**src/rtl/spi_master_arbiter_if.sv**
```systemverilog
// Bundle of the two requester ports and the SPI master hookup used by spi_master_arbiter.
// The master modport is the arbiter side; the slave modport is the requesters plus SPI master side.
interface spi_master_arbiter_if #(
    parameter int reg_width = 8
);
    localparam int SIZE_W = $clog2(reg_width) + 1;

    logic                 req0;
    logic                 req1;
    logic                 lock0;
    logic                 lock1;
    logic [reg_width-1:0] wdata0;
    logic [reg_width-1:0] wdata1;
    logic [SIZE_W-1:0]    size0;
    logic [SIZE_W-1:0]    size1;
    logic [reg_width-1:0] rdata0;
    logic [reg_width-1:0] rdata1;
    logic                 ack0;
    logic                 ack1;
    logic                 err0;
    logic                 err1;
    logic [1:0]           grant;
    logic                 busy;

    logic                 spi_t_start;
    logic [reg_width-1:0] spi_d_in;
    logic [SIZE_W-1:0]    spi_t_size;
    logic [reg_width-1:0] spi_d_out;
    logic                 spi_done;

    modport master (
        input  req0, req1, lock0, lock1, wdata0, wdata1, size0, size1,
        input  spi_d_out, spi_done,
        output rdata0, rdata1, ack0, ack1, err0, err1, grant, busy,
        output spi_t_start, spi_d_in, spi_t_size
    );

    modport slave (
        output req0, req1, lock0, lock1, wdata0, wdata1, size0, size1,
        output spi_d_out, spi_done,
        input  rdata0, rdata1, ack0, ack1, err0, err1, grant, busy,
        input  spi_t_start, spi_d_in, spi_t_size
    );
endinterface

```
**src/rtl/spi_master_arbiter.sv**
```systemverilog
// Two-requester round-robin arbiter and word sequencer in front of one SPI master,
// with a watchdog on the master's done pulse and optional bounded locked bursts.
module spi_master_arbiter #(
    parameter int reg_width      = 8,
    parameter int timeout_cycles = 1024,
    parameter int max_burst      = 4
) (
    input logic                  module_clk,
    input logic                  rst,
    spi_master_arbiter_if.master bus
);
    localparam int SIZE_W = $clog2(reg_width) + 1;
    localparam int TMR_W  = (timeout_cycles > 1) ? $clog2(timeout_cycles) : 1;
    localparam int BC_W   = $clog2(max_burst + 1);
    localparam logic [TMR_W-1:0] TMR_LAST = TMR_W'(timeout_cycles - 1);

    typedef enum logic [1:0] {
        S_IDLE,
        S_ISSUE,
        S_WAIT,
        S_DONE
    } state_t;

    state_t               state_q, state_d;
    logic                 last_q, last_d;
    logic [BC_W-1:0]      burst_q, burst_d;
    logic [TMR_W-1:0]     timer_q, timer_d;
    logic [1:0]           grant_q, grant_d;
    logic                 busy_q, busy_d;
    logic                 start_q, start_d;
    logic [reg_width-1:0] din_q, din_d;
    logic [SIZE_W-1:0]    size_q, size_d;
    logic [reg_width-1:0] rdata0_q, rdata0_d;
    logic [reg_width-1:0] rdata1_q, rdata1_d;
    logic                 ack0_q, ack0_d;
    logic                 ack1_q, ack1_d;
    logic                 err0_q, err0_d;
    logic                 err1_q, err1_d;

    // Owner index: grant is one-hot, so bit 1 alone identifies requester 1.
    logic owner;
    assign owner = grant_q[1];

    always_ff @(posedge module_clk) begin
        if (rst) begin
            state_q  <= S_IDLE;
            last_q   <= 1'b1;
            burst_q  <= '0;
            timer_q  <= '0;
            grant_q  <= '0;
            busy_q   <= 1'b0;
            start_q  <= 1'b0;
            din_q    <= '0;
            size_q   <= '0;
            rdata0_q <= '0;
            rdata1_q <= '0;
            ack0_q   <= 1'b0;
            ack1_q   <= 1'b0;
            err0_q   <= 1'b0;
            err1_q   <= 1'b0;
        end else begin
            state_q  <= state_d;
            last_q   <= last_d;
            burst_q  <= burst_d;
            timer_q  <= timer_d;
            grant_q  <= grant_d;
            busy_q   <= busy_d;
            start_q  <= start_d;
            din_q    <= din_d;
            size_q   <= size_d;
            rdata0_q <= rdata0_d;
            rdata1_q <= rdata1_d;
            ack0_q   <= ack0_d;
            ack1_q   <= ack1_d;
            err0_q   <= err0_d;
            err1_q   <= err1_d;
        end
    end

    logic win;
    logic own_req;
    logic own_lock;

    always_comb begin
        state_d  = state_q;
        last_d   = last_q;
        burst_d  = burst_q;
        timer_d  = timer_q;
        grant_d  = grant_q;
        din_d    = din_q;
        size_d   = size_q;
        rdata0_d = rdata0_q;
        rdata1_d = rdata1_q;
        start_d  = 1'b0;
        ack0_d   = 1'b0;
        ack1_d   = 1'b0;
        err0_d   = 1'b0;
        err1_d   = 1'b0;
        win      = 1'b0;
        own_req  = 1'b0;
        own_lock = 1'b0;

        case (state_q)
            S_IDLE: begin
                if (bus.req0 || bus.req1) begin
                    // On a tie the requester that did not own the last word wins.
                    win     = (bus.req0 && bus.req1) ? ~last_q : bus.req1;
                    grant_d = win ? 2'b10 : 2'b01;
                    din_d   = win ? bus.wdata1 : bus.wdata0;
                    size_d  = win ? bus.size1 : bus.size0;
                    burst_d = '0;
                    start_d = 1'b1;
                    state_d = S_ISSUE;
                end
            end

            S_ISSUE: begin
                timer_d = '0;
                state_d = S_WAIT;
            end

            S_WAIT: begin
                timer_d = timer_q + TMR_W'(1);
                if (bus.spi_done) begin
                    if (owner) begin
                        rdata1_d = bus.spi_d_out;
                    end else begin
                        rdata0_d = bus.spi_d_out;
                    end
                    ack0_d  = ~owner;
                    ack1_d  = owner;
                    state_d = S_DONE;
                end else if (timer_q == TMR_LAST) begin
                    err0_d  = ~owner;
                    err1_d  = owner;
                    state_d = S_DONE;
                end
            end

            S_DONE: begin
                last_d   = owner;
                burst_d  = burst_q + BC_W'(1);
                own_req  = owner ? bus.req1 : bus.req0;
                own_lock = owner ? bus.lock1 : bus.lock0;
                // The requester refreshes wdata/size during the ack cycle, so they are latched here.
                if (own_req && own_lock && (int'(burst_q) + 1 < max_burst)) begin
                    din_d   = owner ? bus.wdata1 : bus.wdata0;
                    size_d  = owner ? bus.size1 : bus.size0;
                    start_d = 1'b1;
                    state_d = S_ISSUE;
                end else begin
                    grant_d = 2'b00;
                    state_d = S_IDLE;
                end
            end

            default: begin
                grant_d = 2'b00;
                state_d = S_IDLE;
            end
        endcase

        busy_d = (state_d != S_IDLE);
    end

    assign bus.grant       = grant_q;
    assign bus.busy        = busy_q;
    assign bus.spi_t_start = start_q;
    assign bus.spi_d_in    = din_q;
    assign bus.spi_t_size  = size_q;
    assign bus.rdata0      = rdata0_q;
    assign bus.rdata1      = rdata1_q;
    assign bus.ack0        = ack0_q;
    assign bus.ack1        = ack1_q;
    assign bus.err0        = err0_q;
    assign bus.err1        = err1_q;
endmodule

```
**src/flat_wrapper.sv**
```systemverilog
// flat-port wrapper written by rule: the top's interface ports become plain ports
module spi_master_arbiter_flat 
#(
    parameter int reg_width      = 8,
    parameter int timeout_cycles = 1024,
    parameter int max_burst      = 4
)
  (module_clk, rst, bus_req0, bus_req1, bus_lock0, bus_lock1, bus_wdata0, bus_wdata1, bus_size0, bus_size1, bus_spi_d_out, bus_spi_done, bus_rdata0, bus_rdata1, bus_ack0, bus_ack1, bus_err0, bus_err1, bus_grant, bus_busy, bus_spi_t_start, bus_spi_d_in, bus_spi_t_size);
  spi_master_arbiter_if #(.reg_width(reg_width)) bus_i ();
  input logic module_clk;
  input logic rst;
  input wire logic [$bits(bus_i.req0)-1:0] bus_req0;
  input wire logic [$bits(bus_i.req1)-1:0] bus_req1;
  input wire logic [$bits(bus_i.lock0)-1:0] bus_lock0;
  input wire logic [$bits(bus_i.lock1)-1:0] bus_lock1;
  input wire logic [$bits(bus_i.wdata0)-1:0] bus_wdata0;
  input wire logic [$bits(bus_i.wdata1)-1:0] bus_wdata1;
  input wire logic [$bits(bus_i.size0)-1:0] bus_size0;
  input wire logic [$bits(bus_i.size1)-1:0] bus_size1;
  input wire logic [$bits(bus_i.spi_d_out)-1:0] bus_spi_d_out;
  input wire logic [$bits(bus_i.spi_done)-1:0] bus_spi_done;
  output wire logic [$bits(bus_i.rdata0)-1:0] bus_rdata0;
  output wire logic [$bits(bus_i.rdata1)-1:0] bus_rdata1;
  output wire logic [$bits(bus_i.ack0)-1:0] bus_ack0;
  output wire logic [$bits(bus_i.ack1)-1:0] bus_ack1;
  output wire logic [$bits(bus_i.err0)-1:0] bus_err0;
  output wire logic [$bits(bus_i.err1)-1:0] bus_err1;
  output wire logic [$bits(bus_i.grant)-1:0] bus_grant;
  output wire logic [$bits(bus_i.busy)-1:0] bus_busy;
  output wire logic [$bits(bus_i.spi_t_start)-1:0] bus_spi_t_start;
  output wire logic [$bits(bus_i.spi_d_in)-1:0] bus_spi_d_in;
  output wire logic [$bits(bus_i.spi_t_size)-1:0] bus_spi_t_size;
  assign bus_i.req0 = bus_req0;
  assign bus_i.req1 = bus_req1;
  assign bus_i.lock0 = bus_lock0;
  assign bus_i.lock1 = bus_lock1;
  assign bus_i.wdata0 = bus_wdata0;
  assign bus_i.wdata1 = bus_wdata1;
  assign bus_i.size0 = bus_size0;
  assign bus_i.size1 = bus_size1;
  assign bus_i.spi_d_out = bus_spi_d_out;
  assign bus_i.spi_done = bus_spi_done;
  assign bus_rdata0 = bus_i.rdata0;
  assign bus_rdata1 = bus_i.rdata1;
  assign bus_ack0 = bus_i.ack0;
  assign bus_ack1 = bus_i.ack1;
  assign bus_err0 = bus_i.err0;
  assign bus_err1 = bus_i.err1;
  assign bus_grant = bus_i.grant;
  assign bus_busy = bus_i.busy;
  assign bus_spi_t_start = bus_i.spi_t_start;
  assign bus_spi_d_in = bus_i.spi_d_in;
  assign bus_spi_t_size = bus_i.spi_t_size;
  spi_master_arbiter #(.reg_width(reg_width), .timeout_cycles(timeout_cycles), .max_burst(max_burst)) u_core (.module_clk(module_clk), .rst(rst), .bus(bus_i));
endmodule
```
**config.mk**
```make
export PLATFORM = sky130hd
export DESIGN_NAME = spi_master_arbiter_flat
export DESIGN_NICKNAME = d
export VERILOG_FILES = /design/src/rtl/spi_master_arbiter_if.sv /design/src/rtl/spi_master_arbiter.sv /design/src/flat_wrapper.sv
export SDC_FILE = /design/constraint.sdc
export NUM_CORES = 1
export LEC_CHECK = 0
export ABC_CLOCK_PERIOD_IN_PS = 2300
export BUFFER_PORTS_ARGS = -buffer_cell sky130_fd_sc_hd__buf_2
export CAP_MARGIN = 25
export CORE_ASPECT_RATIO = 2
export CORE_MARGIN = 5
export CORE_UTILIZATION = 52
export CTS_BUF_LIST = sky130_fd_sc_hd__clkbuf_4 sky130_fd_sc_hd__clkbuf_8
export CTS_CLUSTER_DIAMETER = 200
export DETAILED_ROUTE_END_ITERATION = 16
export PLACE_DENSITY = 0.82
export SLEW_MARGIN = 20
export SYNTH_ARGS = -nofsm -noshare
export SYNTH_HDL_FRONTEND = slang
export SYNTH_SLANG_ARGS = --single-unit
```
**constraint.sdc**
```tcl
create_clock -name module_clk -period 2.3 [get_ports module_clk]
set_input_delay 0.345 -clock module_clk [delete_from_list [all_inputs] [get_ports module_clk]]
set_output_delay 0.345 -clock module_clk [all_outputs]
set_load 0.01 [all_outputs]
```
# --- Yosys cells after proc, flatten, opt, wreduce, memory -nomap -nowiden ---
# Cells that the tools add are included.
totals:
  ff_bits: 52
  inputBits: 39
classes:
  addsub: 3
  magnitude_cmp: 1
  n_eq_ne: 7
  mux: 28
  bitwise_logic: 5
  reduce_logical: 15
op_table:
  columns: ["operator", "count"]
  rows:
  - ["$lt 32x4->1 const B", 1]
  - ["$mux 8", 4]
  - ["$pmux 10 s2", 1]
  - ["$mux 4", 4]
  - ["$pmux 8 s2", 1]
  - ["$mux 2", 6]
  - ["$reduce_and 3->1", 4]
  - ["$add 10x1->10 const B", 1]
  - ["$eq 10x10->1 const B", 1]
  - ["$pmux 2 s4", 1]
  - ["$pmux 4 s2", 1]
  - ["$mux 1", 6]
  - ["$pmux 3 s2", 1]
  - ["$reduce_bool 2->1", 3]
  - ["$not 1->1", 5]
  - ["$add 3x1->4 const B", 1]
  - ["$eq 2x2->1 const B", 2]
  - ["$ne 2x1->1 const B", 2]
  - ["$pmux 2 s2", 1]
  - ["$reduce_or 4->1", 1]
  - ["$add 3x1->3 const B", 1]
  - ["$logic_and 1x1->1", 3]
  - ["$mux 3", 1]
  - ["$reduce_or 3->1", 1]
  - ["other kinds (6)", 6]

# --- Logic depth before layout (Yosys ltp) ---
depth:
  depth_word: 6
  depth_mapped: 7
  ltp_nobuf: 6

# --- Worst setup path before layout ---
# No wires, ideal clock.
synth_timing:
  kind: "reg2reg"
  from: "register u_core.state_q[0]"
  to: "register u_core.grant_q[1], in the netlist u_core.bus.grant[1]"
  setup_time_ns: 0.087
  arrival_time_ns: 1.602
  slack_ns: 0.611
  path_stages_with_launch: 7
  path_buffers: 1
  synth_period_minus_slack_ns: 1.689
  path_cell_list: "dfxtp_1 inv_1 ha_1 buf_2 a21o_1 or4_1 o31ai_1"
synth_via:
  elab_chain_len: 3
  word_cells_on_any_way: 7
synth_rtl:
  columns: ["element", "line_no", "rtl"]
  rows:
  - ["start, declared", "spi_master_arbiter.sv:24", "state_t state_q, state_d;"]
  - ["start signal, assigned", "spi_master_arbiter.sv:62", "state_q <= state_d;"]
  - ["$eq 2x2->1 or $logic_not 2->1 (tied branches)", "spi_master_arbiter.sv:103", "case (state_q)"]
  - ["$ne 2x2->1 (no source line), or another cell as far along", null, null]
  - ["$reduce_and 3->1 (no source line)", null, null]
  - ["end signal, assigned", "spi_master_arbiter.sv:66", "grant_q <= grant_d;"]
  - ["end, declared", "spi_master_arbiter.sv:28", "logic [1:0] grant_q, grant_d;"]
# Several ways; a longest one is shown, not always the timed one.
# A chain may end at the register's enable or synchronous reset.

# --- Worst setup path after layout ---
layout_timing:
  from: "register u_core.state_q[1]"
  to: "register u_core.din_q[7], in the netlist u_core.bus.spi_d_in[7]"
layout_via:
  elab_chain_len: 3
  word_cells_on_any_way: 7
layout_rtl:
  columns: ["element", "line_no", "rtl"]
  rows:
  - ["$eq 2x2->1 or $logic_not 2->1 (tied branches)", "spi_master_arbiter.sv:103", null]
  - ["$ne 2x1->1 (no source line) or $reduce_bool 2->1 (tied branches)", null, null]
  - ["$reduce_and 3->1 (no source line)", null, null]
  - ["end signal, assigned", "spi_master_arbiter.sv:69", "din_q <= din_d;"]
  - ["end, declared", "spi_master_arbiter.sv:31", "logic [reg_width-1:0] din_q, din_d;"]
# Several ways; a longest one is shown, not always the timed one.

==> impl_results.md <==
- R2R depth: 5
- Startpoint Class: register
- Sequential-to-total area share from yosys stat: 45.1%
- DR vias/cell: 5.49
- Remaining DRCs: 0
- ANT cells: 0
- Hold path cells: 3
- Post-CTS Setup Inserts: 0
- Syn Inst Count: 258
- GRT Residual Overflow: 0
- IO Count: 75
- Later-pin clock latency in the skew report: 0.31 ns
- Die Y: 104 microns
- Setup_tns: 0 ns
- Pin count of the biggest net entering global routing: 27
- Layout cells sized above 1: 30.6%
- Most numerous cell in the Yosys netlist: dfxtp_1
- DR iter-0 viols: 57
- Ys Warns: 0
- Per-cell routed wire length: 14.2 microns
- Clk buf depth: 2
- Post-synthesis async set-or-reset flop share: 0%
- Initial DRT Pass Iterations: 5
- Post-route ant nets: 0
- Met3 wire length: 365 microns
- CP arrival: 2.14 ns
- CP endpoint kind: register
- Cell Area, Placed: 2680 sq um
- Synth top area cells: dfxtp_1 45%, nand2_1 7.2%, a211oi_2 5.4%
- Kind of critical path: register to register
- Tightest Pin Transition: 0.527 ns
- Starting Density: 53.2%
- Status: finished, final reports clean
- VDD IR max: 750 uV
- Clk_skew: 0.00775 ns
- Area Growth Syn to Fin: 20.2%
- CTS tree: yes
- Avg Cell Area, Syn: 8.95 sq um
- Post-CTS resize count: 0
- Post-layout power: 2.87 mW
- Via count: 2092
- Final-report hold violation count: 0
- Vias in the first global route: 2075
- Mapped Nets: 303
- Final Instance Area: 2780 sq um
- Worst min-delay path class: input port to register
- Die area: 5960 sq um
- Core Area: 4340 sq um
- Tcrit/Tclk final: 83.2%
- Yosys top cell area share: 45.1%
- Library cells used by synthesis: 38
- Gr usage total: 18.9%
- Clock transition at the registers of the reported paths: 0.10 ns
- RSZ-0062 raised after global routing: false
- WP data required: 2.52 ns
- Met1 wire length: 1880 microns
- Synthesized flop and latch total: 52
- Area leader, netlist: dfxtp_1
- Nets: 371
- Final setup vio count: 0
- DP HPWL: 4240 microns
- Synth Cell Area: 2310 sq um
- Met2 wire length: 3080 microns
- Slew Limit Fails: 0
- Most used DFF post-synth: dfxtp_1
- Cell row count: 34
- Cell Pwr Density: 1030 nW/um^2
- Number of max-cap violations: 0
- Fmax achieved: 523 MHz
- Post-CTS Hold Buffers: 0
- Final min period: 1.91 ns
- Die Wd: 57.1 microns
- Crit-path max FO: 13
- Uppermost layer routed: met4
- Routed WL: 5430 microns
- Port buffer count: 74
- Commonest cells post-synth: 52 x dfxtp_1, 44 x nand2_1, 24 x a21oi_1
- Clk root buf: clkbuf_8
- CTS buffer count: 5
- H-tree depth: 2
- Sink Count: 52
- Slew HR: 64.7%
- Pleak: 1.16 nW
- EDFF count, synth: 0
- Initial antenna violation count: 0
- First-pass GRT wire length: 9220 microns
- Placer congestion estimate: 0.875
-- cell families (layout without fill, tap and decap cells) --
logic type / count (synthesis) / in the layout / synth area share, %
compound gates: 73 / 73 / 22.8
xor+xnor: 6 / 6 / 2.28
fa+ha+maj: 6 / 6 / 3.25
buf+inv: 23 / 92 / 4.88
flops: 52 / 52 / 45.1
mux: 12 / 12 / 5.20
simple gates: 86 / 86 / 16.5
-- state kept, by name (all words and copies together), names as in the netlist, 2 cells and up --
register               count
u_core.timer_q            10
u_core.bus.rdata1          8
u_core.bus.grant           2
u_core.burst_q             3
u_core.bus.rdata0          8
u_core.bus.spi_t_size      4
u_core.state_q             2
u_core.bus.spi_d_in        8
-- worst max-delay path: stages (launching register included) --
cell	delay [ns]
dfxtp_1	0.37
ha_1	0.42
inv_1	0.12
a211o_1	0.40
and3_4	0.32
a211oi_1	0.20
-- per-layer routing --
layer	GRT usage (%)	vias to the layer above
met5	0	-
met4	7.63	0
met3	4.60	9
met2	35.1	60
met1	19.4	974
li1	-	1049
-- path summary, 6_finish.rpt --
check	start	end	slack (ns)
setup / recovery	u_core.state_q[1]$_SDFF_PP0_	u_core.bus.spi_d_in[7]$_SDFFE_PP0P_	0.39
setup reg to reg	u_core.state_q[1]$_SDFF_PP0_	u_core.bus.spi_d_in[7]$_SDFFE_PP0P_	0.39
hold reg to reg	u_core.bus.rdata1[6]$_SDFFE_PP0P_	u_core.bus.rdata1[6]$_SDFFE_PP0P_	0.46
hold / removal	bus_spi_d_out[6]	u_core.bus.rdata1[6]$_SDFFE_PP0P_	0.28
-- power breakdown --
group          internal, mW  leakage, nW  switching [mW]
Clock                 0.229       0.0448           0.298
Sequential             1.06        0.424          0.0912
Combinational         0.472        0.688           0.718
Total                  1.76         1.16            1.11
-- cell type report --
cell class,instances,area [sq um]
Timing Repair Buffer,77,393
Fill cell,383,1560
Clock inverter,2,16.3
Sequential cell,52,1040
Inverter,7,26.3
Multi-Input combinational cell,183,1160
Tap cell,54,67.6
Clock buffer,6,76.3
-- cell usage in the layout, fill, tap and decap left out, drive strengths merged, types with 6 or more instances in the layout --
cell	count
buf	77
dfxtp	52
nand2	44
a21oi	25
nor2	15
a31oi	15
a211oi	13
mux2i	12
nand3	9
o21ai	8
inv	7
ha	6
clkbuf	6
-- stage by stage --
stage | hold WS (ns) | utilization (%) | std cells | setup slack, ns
4_1_cts | 0.274 | 64.0 | 381 | 0.381
3_3_place_gp | 0.441 | 61.9 | 373 | 0.481
5_1_grt | 0.276 | 64.0 | 381 | 0.243
3_5_place_dp | 0.447 | 61.9 | 373 | 0.398
6_report | 0.276 | 64.0 | 381 | 0.386
2_1_floorplan | 0.449 | - | 258 | 0.611
Power figures use the tool's default switching activity.
